===== config.mk =====
export PLATFORM = sky130hd
export DESIGN_NAME = serial_paralelo_rx
export DESIGN_NICKNAME = d
export VERILOG_FILES = /design/src/rtl/serial_paralelo_rx.sv
export SDC_FILE = /design/constraint.sdc
export NUM_CORES = 1
export LEC_CHECK = 0
export ABC_AREA = 1
export BUFFER_PORTS_ARGS = -buffer_cell sky130_fd_sc_hd__buf_2
export CORE_AREA = 3 3 44 85
export DETAILED_ROUTE_END_ITERATION = 10
export DIE_AREA = 0 0 47 88
export GPL_ROUTABILITY_DRIVEN = 0
export GPL_TIMING_DRIVEN = 0
export PLACE_DENSITY = 0.5
export REMOVE_ABC_BUFFERS = 1
export SYNTH_ARGS = -nofsm -noshare
export SYNTH_HDL_FRONTEND = slang
export SYNTH_SLANG_ARGS = --single-unit

===== constraint.sdc =====
create_clock -name clk_32f -period 2 [get_ports clk_32f]
set_clock_uncertainty 0.2 [all_clocks]
set_input_delay 0.2 -clock clk_32f [delete_from_list [all_inputs] [get_ports clk_32f]]
set_output_delay 0.2 -clock clk_32f [all_outputs]
set_load 0.02 [all_outputs]

===== src/rtl/serial_paralelo_rx.sv =====
// Rx serial-to-parallel converter: hunts for the COM symbol to find byte boundaries,
// declares the link active after COM_NEEDED aligned COMs, then emits data bytes.
module serial_paralelo_rx #(
  parameter logic [7:0] COM        = 8'hBC,
  parameter int         COM_NEEDED = 4
) (
  input  logic       clk_32f,
  input  logic       reset,
  input  logic       data_in,
  output logic [7:0] data_out,
  output logic       valid_out,
  output logic       active
);

  typedef enum logic [1:0] {ST_SEARCH, ST_ALIGNED, ST_ACTIVE} state_t;

  localparam logic [2:0] NEED = 3'(COM_NEEDED);

  state_t     state, state_nxt;
  logic [6:0] sr;
  logic [7:0] win;
  logic [2:0] bit_cnt, bit_cnt_nxt;
  logic [2:0] com_cnt, com_cnt_nxt;
  logic [7:0] data_nxt;
  logic       valid_nxt, active_nxt;
  logic       is_com, boundary;

  assign win      = {sr, data_in};
  assign is_com   = (win == COM);
  assign boundary = (bit_cnt == 3'd7);

  always_ff @(posedge clk_32f or posedge reset) begin
    if (reset) begin
      state     <= ST_SEARCH;
      sr        <= '0;
      bit_cnt   <= '0;
      com_cnt   <= '0;
      data_out  <= '0;
      valid_out <= 1'b0;
      active    <= 1'b0;
    end else begin
      state     <= state_nxt;
      sr        <= win[6:0];
      bit_cnt   <= bit_cnt_nxt;
      com_cnt   <= com_cnt_nxt;
      data_out  <= data_nxt;
      valid_out <= valid_nxt;
      active    <= active_nxt;
    end
  end

  // The bit counter idles in SEARCH; a COM hit there marks the current edge as a boundary.
  always_comb begin
    state_nxt   = state;
    bit_cnt_nxt = bit_cnt;
    com_cnt_nxt = com_cnt;
    case (state)
      ST_SEARCH: begin
        if (is_com) begin
          bit_cnt_nxt = 3'd0;
          com_cnt_nxt = 3'd1;
          state_nxt   = (NEED == 3'd1) ? ST_ACTIVE : ST_ALIGNED;
        end
      end
      ST_ALIGNED: begin
        bit_cnt_nxt = bit_cnt + 3'd1;
        if (boundary) begin
          if (is_com) begin
            com_cnt_nxt = com_cnt + 3'd1;
            if (com_cnt + 3'd1 == NEED) state_nxt = ST_ACTIVE;
          end else begin
            com_cnt_nxt = 3'd0;
            state_nxt   = ST_SEARCH;
          end
        end
      end
      ST_ACTIVE: bit_cnt_nxt = bit_cnt + 3'd1;
      default:   state_nxt   = ST_SEARCH;
    endcase
  end

  // Outputs move only at byte boundaries so each value is stable for a full byte period.
  always_comb begin
    data_nxt   = data_out;
    valid_nxt  = valid_out;
    active_nxt = (state_nxt == ST_ACTIVE);
    if (state == ST_ACTIVE && boundary) begin
      if (is_com) begin
        valid_nxt = 1'b0;
      end else begin
        data_nxt  = win;
        valid_nxt = 1'b1;
      end
    end
  end

endmodule


After elaboration in Yosys (flattened, before gate mapping)
Cells that the tools add are included.
Cells by class
  reductions and logical operators: 8
  bitwise operators: 1
  equality and inequality tests: 8
  add/subtract/negate cells: 2
  multiplexer cells: 12
Operators with widths (count)
  3-bit 2-to-1 mux: 4
  3-bit case mux with 2 select lines: 2
  8-bit == test, second input constant: 1
  2-bit 2-to-1 mux: 4
  3-bit by 1-bit adder with 3-bit output, second input constant: 2
  3-bit == test, second input constant: 2
  2-bit case mux with 3 select lines: 1
  2-bit == test, second input constant: 2
  2-bit != test, second input constant: 2
  2-bit AND reduction: 2
  2-bit nonzero test: 2
  3-bit AND reduction: 1
  2-bit by 1-bit == test with 1-bit output, second input constant: 1
  2-bit logical NOT: 1
  2-bit OR reduction: 1
  1-bit logical AND: 1
  1-bit 2-to-1 mux: 1
  1-bit inverter: 1
Storage, ports and cells
  output and inout bits: 10
  register bits: 25
  logic and storage cells: 38
  bits of input ports: 3

Longest topological paths before layout
  depth in word-level cells: 7
  mapped depth: 10
  mapped depth without buffers: 10

Worst setup path before layout
Ideal clock, no wire load.
  path type: register -> register
  start: register bit_cnt[0]
  end: register data_out[2]
  required time: 1.675 ns
  data arrival time: 1.389 ns
  stages on the path, launching flop included: 8
  period minus slack after synthesis: 1.714 ns
  buffers on the path: 1
  setup time: 0.125 ns
  path slack: 0.286 ns
  cell sequence: dfrtp_1 > ha_1 > ha_1 > nand2_1 > inv_1 > nand2_4 > buf_8 > mux2_4
Between the ends
  longest elaborated chain between the ends: 3
Ends and longest elaborated chain
  from (decl): line 22  | logic [2:0] bit_cnt, bit_cnt_nxt;
  from (signal assigned): line 44  | bit_cnt <= bit_cnt_nxt;
  3-bit == test: line 30  | assign boundary = (bit_cnt == 3'd7);
  1-bit logical AND: line 87  | if (state == ST_ACTIVE && boundary) begin
  2-bit AND reduction (no line)
  to (signal assigned): line 46  | data_out <= data_nxt;
  to (decl): line 10  | output logic [7:0] data_out,
Every way passes these cells.
A chain may end at the register's enable or synchronous reset.

Worst setup path in the final report
  start: register bit_cnt[0]
  end: register data_out[7]
The elaborated chain is that of the path after synthesis.

==> run_results.csv <==
group,metric,value,unit
outcome,status,"finished, final reports clean",
floorplanning,die_y,88,um
floorplanning,rows,29,
pwr,p_per_area,732,mW/mm^2
floorplanning,die_w,47,um
global_route,antenna_found_initial,0,
pwr,power.leakage,0.709,nW
synthesis,yosysMostFrequentCell,"nand2_1",
floorplanning,core-area,0.00319,mm^2
timing,tightest_slew,953,ps
min_path,hold_path_depth,0,
critical_path,r2r_start,"bit_cnt[0]",
min_path,holdCritPathClass,"flip-flop to flip-flop",
place,placed_area,0.00124,mm^2
synthesis,ys_async_sr_fraction,1.00,
timing,finalSetupTns,0,ps
min_path,hold_end,"sr[6]",
floorplanning,die_area,0.00414,mm^2
critical_path,crit_type,"flip-flop to flip-flop",
critical_path,r2r_slack,190,ps
global_route,grt_max_degree,26,
synthesis,synth_top_area_frac,0.542,
global_route,grt_usage,0.109,
cts,cts_tree,"yes",
drt,routed_wl,1900,um
floorplanning,io_pins,13,
critical_path,rr_worst_depth,6,
synthesis,ys_top_cells_by_area,"dfrtp_1 (54%), ha_1 (9.8%), nand2_1 (9.4%)",
timing,fmax,0.554,GHz
place,io_buffers,12,
synthesis,synth_ff_type,"dfrtp_1",
synthesis,synth_cell_type_count,15,
global_route,grt_pass1_wl,3310,um
layout,syn2layout_area_growth,13.3,%
global_route,grt_pass1_vias,770,
drt,ant_nets,0,
drt,drc,0,
critical_path,r2r_end,"data_out[7]",
cts,clkLatencyLatePin,270,ps
cts,clk_path_buf_depth,2,
timing,finalMaxSlewViolations,0,
timing,slew_headroom,0.364,
synthesis,netlist_instances,114,
timing,period_share,0.903,
place,hpwl,1400,um
drt,dr.first_iter.drc_count,7,
timing,rsz0062_at_grt,"false",
cts,cts_setup_buffers,0,
critical_path,cp.required,1970,ps
critical_path,path_max_fanout,12,
layout,n_fill_cell,328,
timing,final_hold_viol_count,0,
drt,dr.pass1.iters,4,
synthesis,synth_area,0.00115,mm^2
layout,n_antenna_cell,0,
cts,clockRootBuffer,"clkbuf_8",
cts,path_clk_slew,90,ps
timing,final.min_clock_period,1810,ps
cts,numCtsBuffers,3,
min_path,hold_start,"sr[5]",
critical_path,endpoint_kind,"flip-flop",
synthesis,synth_commonest_cells,"nand2_1 (29), dfrtp_1 (25), inv_1 (14), ha_1 (9), o21ai_0 (9)",
layout,drive_gt1_frac,0.206,
job,drv_cap,0,
critical_path,critPathArrivalTime,1770,ps
cts,htreeDepth,1,
synthesis,yosysWarnings,0,
drt,wl_per_cell,11.7,um
timing,setup_viol,0,
critical_path,cp-start-kind,"flip-flop",
place,dp.cells,156,
drt,routed-via-count,756,
layout,final_cell_count_no_fill,162,
layout,fin_area,0.00131,mm^2
synthesis,synth.yosys.seq_area_share,0.542,
cts,clock_sinks,25,
synthesis,synth_edf_count,0,
synthesis,synth_top_cell_by_area,"dfrtp_1",
drt,via_per_inst,4.67,
layout,fin_nets,144,
synthesis,ys_ff_latch,25,
global_route,grt_overflow,0,
pwr,peakVddDrop,0.331,mV
synthesis,syn_area_per_cell,10.1,um^2
floorplanning,start_util,0.361,
[timing repair]
action                                 CTS  global route
setup endpoints to repair                0             0
hold buffers                             2             0
gates resized for setup                  0             0
endpoints found under the hold margin   26             0
[flip-flops by register name, summed over array words and instances, names as in the netlist]
register / count
state: 2
valid_out: 1
sr: 7
data_out: 8
com_cnt: 3
bit_cnt: 3
active: 1
[cell usage in the layout, fill, tap and decap left out]
cell type / count
nand2_1: 29
dfrtp_1: 25
inv_1: 14
buf_2: 12
o21ai_0: 9
ha_1: 9
nor2_1: 8
nand3_1: 6
nand2_4: 3
mux2_4: 3
clkbuf_8: 3
nor2_2: 2
mux2_2: 2
dlygate4sd3_1: 2
nand4_1: 1
a21oi_2: 1
a21oi_1: 1
inv_6: 1
[critical path: stages (launching register included)]
cell     delay, ps
dfrtp_1        410
ha_1           200
ha_1           220
nand2_1        100
inv_1           70
nand2_4        150
mux2_2         350
[stage by stage]
step	power (mW)	utilization	hold slack, ps	worst slack, ps
detailed placement	0.645	0.388	132	201
floorplan	0.623	-	27.3	308
finish	0.957	0.409	185	194
global route	1.02	0.409	211	126
CTS	0.972	0.409	191	186
global placement	0.643	0.388	127	206
[per-layer routing]
metal  global-route usage  vias to the layer above  routed length [um]
met5                    0                        -                   0
met4               0.0680                        0                  61
met3               0.0123                        5                  51
met2                0.186                       11                 961
met1                0.120                      349                 824
li1                     -                      391                   -
[logic make-up after synthesis]
logic type / synth area share
buffers and inverters: 0.0586
adder cells (fa/ha/maj): 0.0976
flip-flops: 0.542
AO/OA/AOI/OAI: 0.0510
multiplexers: 0.0586
AND/OR/NAND/NOR: 0.192
[where the power goes]
part | total (mW) | switching, mW | internal [mW]
logic | 0.0893 | 0.0586 | 0.0306
clock network | 0.320 | 0.173 | 0.146
registers | 0.548 | 0.0204 | 0.528
total | 0.957 | 0.253 | 0.705
[how the worst max path moves through the flow]
stage,slack (ps),start,depth (start not counted),end
2_1_floorplan,310,bit_cnt[0],6,data_out[5]
3_3_place_gp,210,bit_cnt[0],6,data_out[7]
3_5_place_dp,200,bit_cnt[0],6,data_out[7]
4_1_cts,190,bit_cnt[0],6,data_out[7]
5_1_grt,130,bit_cnt[0],6,data_out[5]
6_report,190,bit_cnt[0],6,data_out[7]
[final cells by class]
cell class                      count  area (um^2)  area share
Clock buffer                        3         41.3      0.0316
Multi-Input combinational cell     74          460       0.352
Timing Repair Buffer               14         80.1      0.0612
Sequential cell                    25          626       0.478
Inverter                           14         52.6      0.0402
Clock inverter                      1         8.76     0.00670
Tap cell                           31         38.8      0.0297
Power figures use the tool's default switching activity.
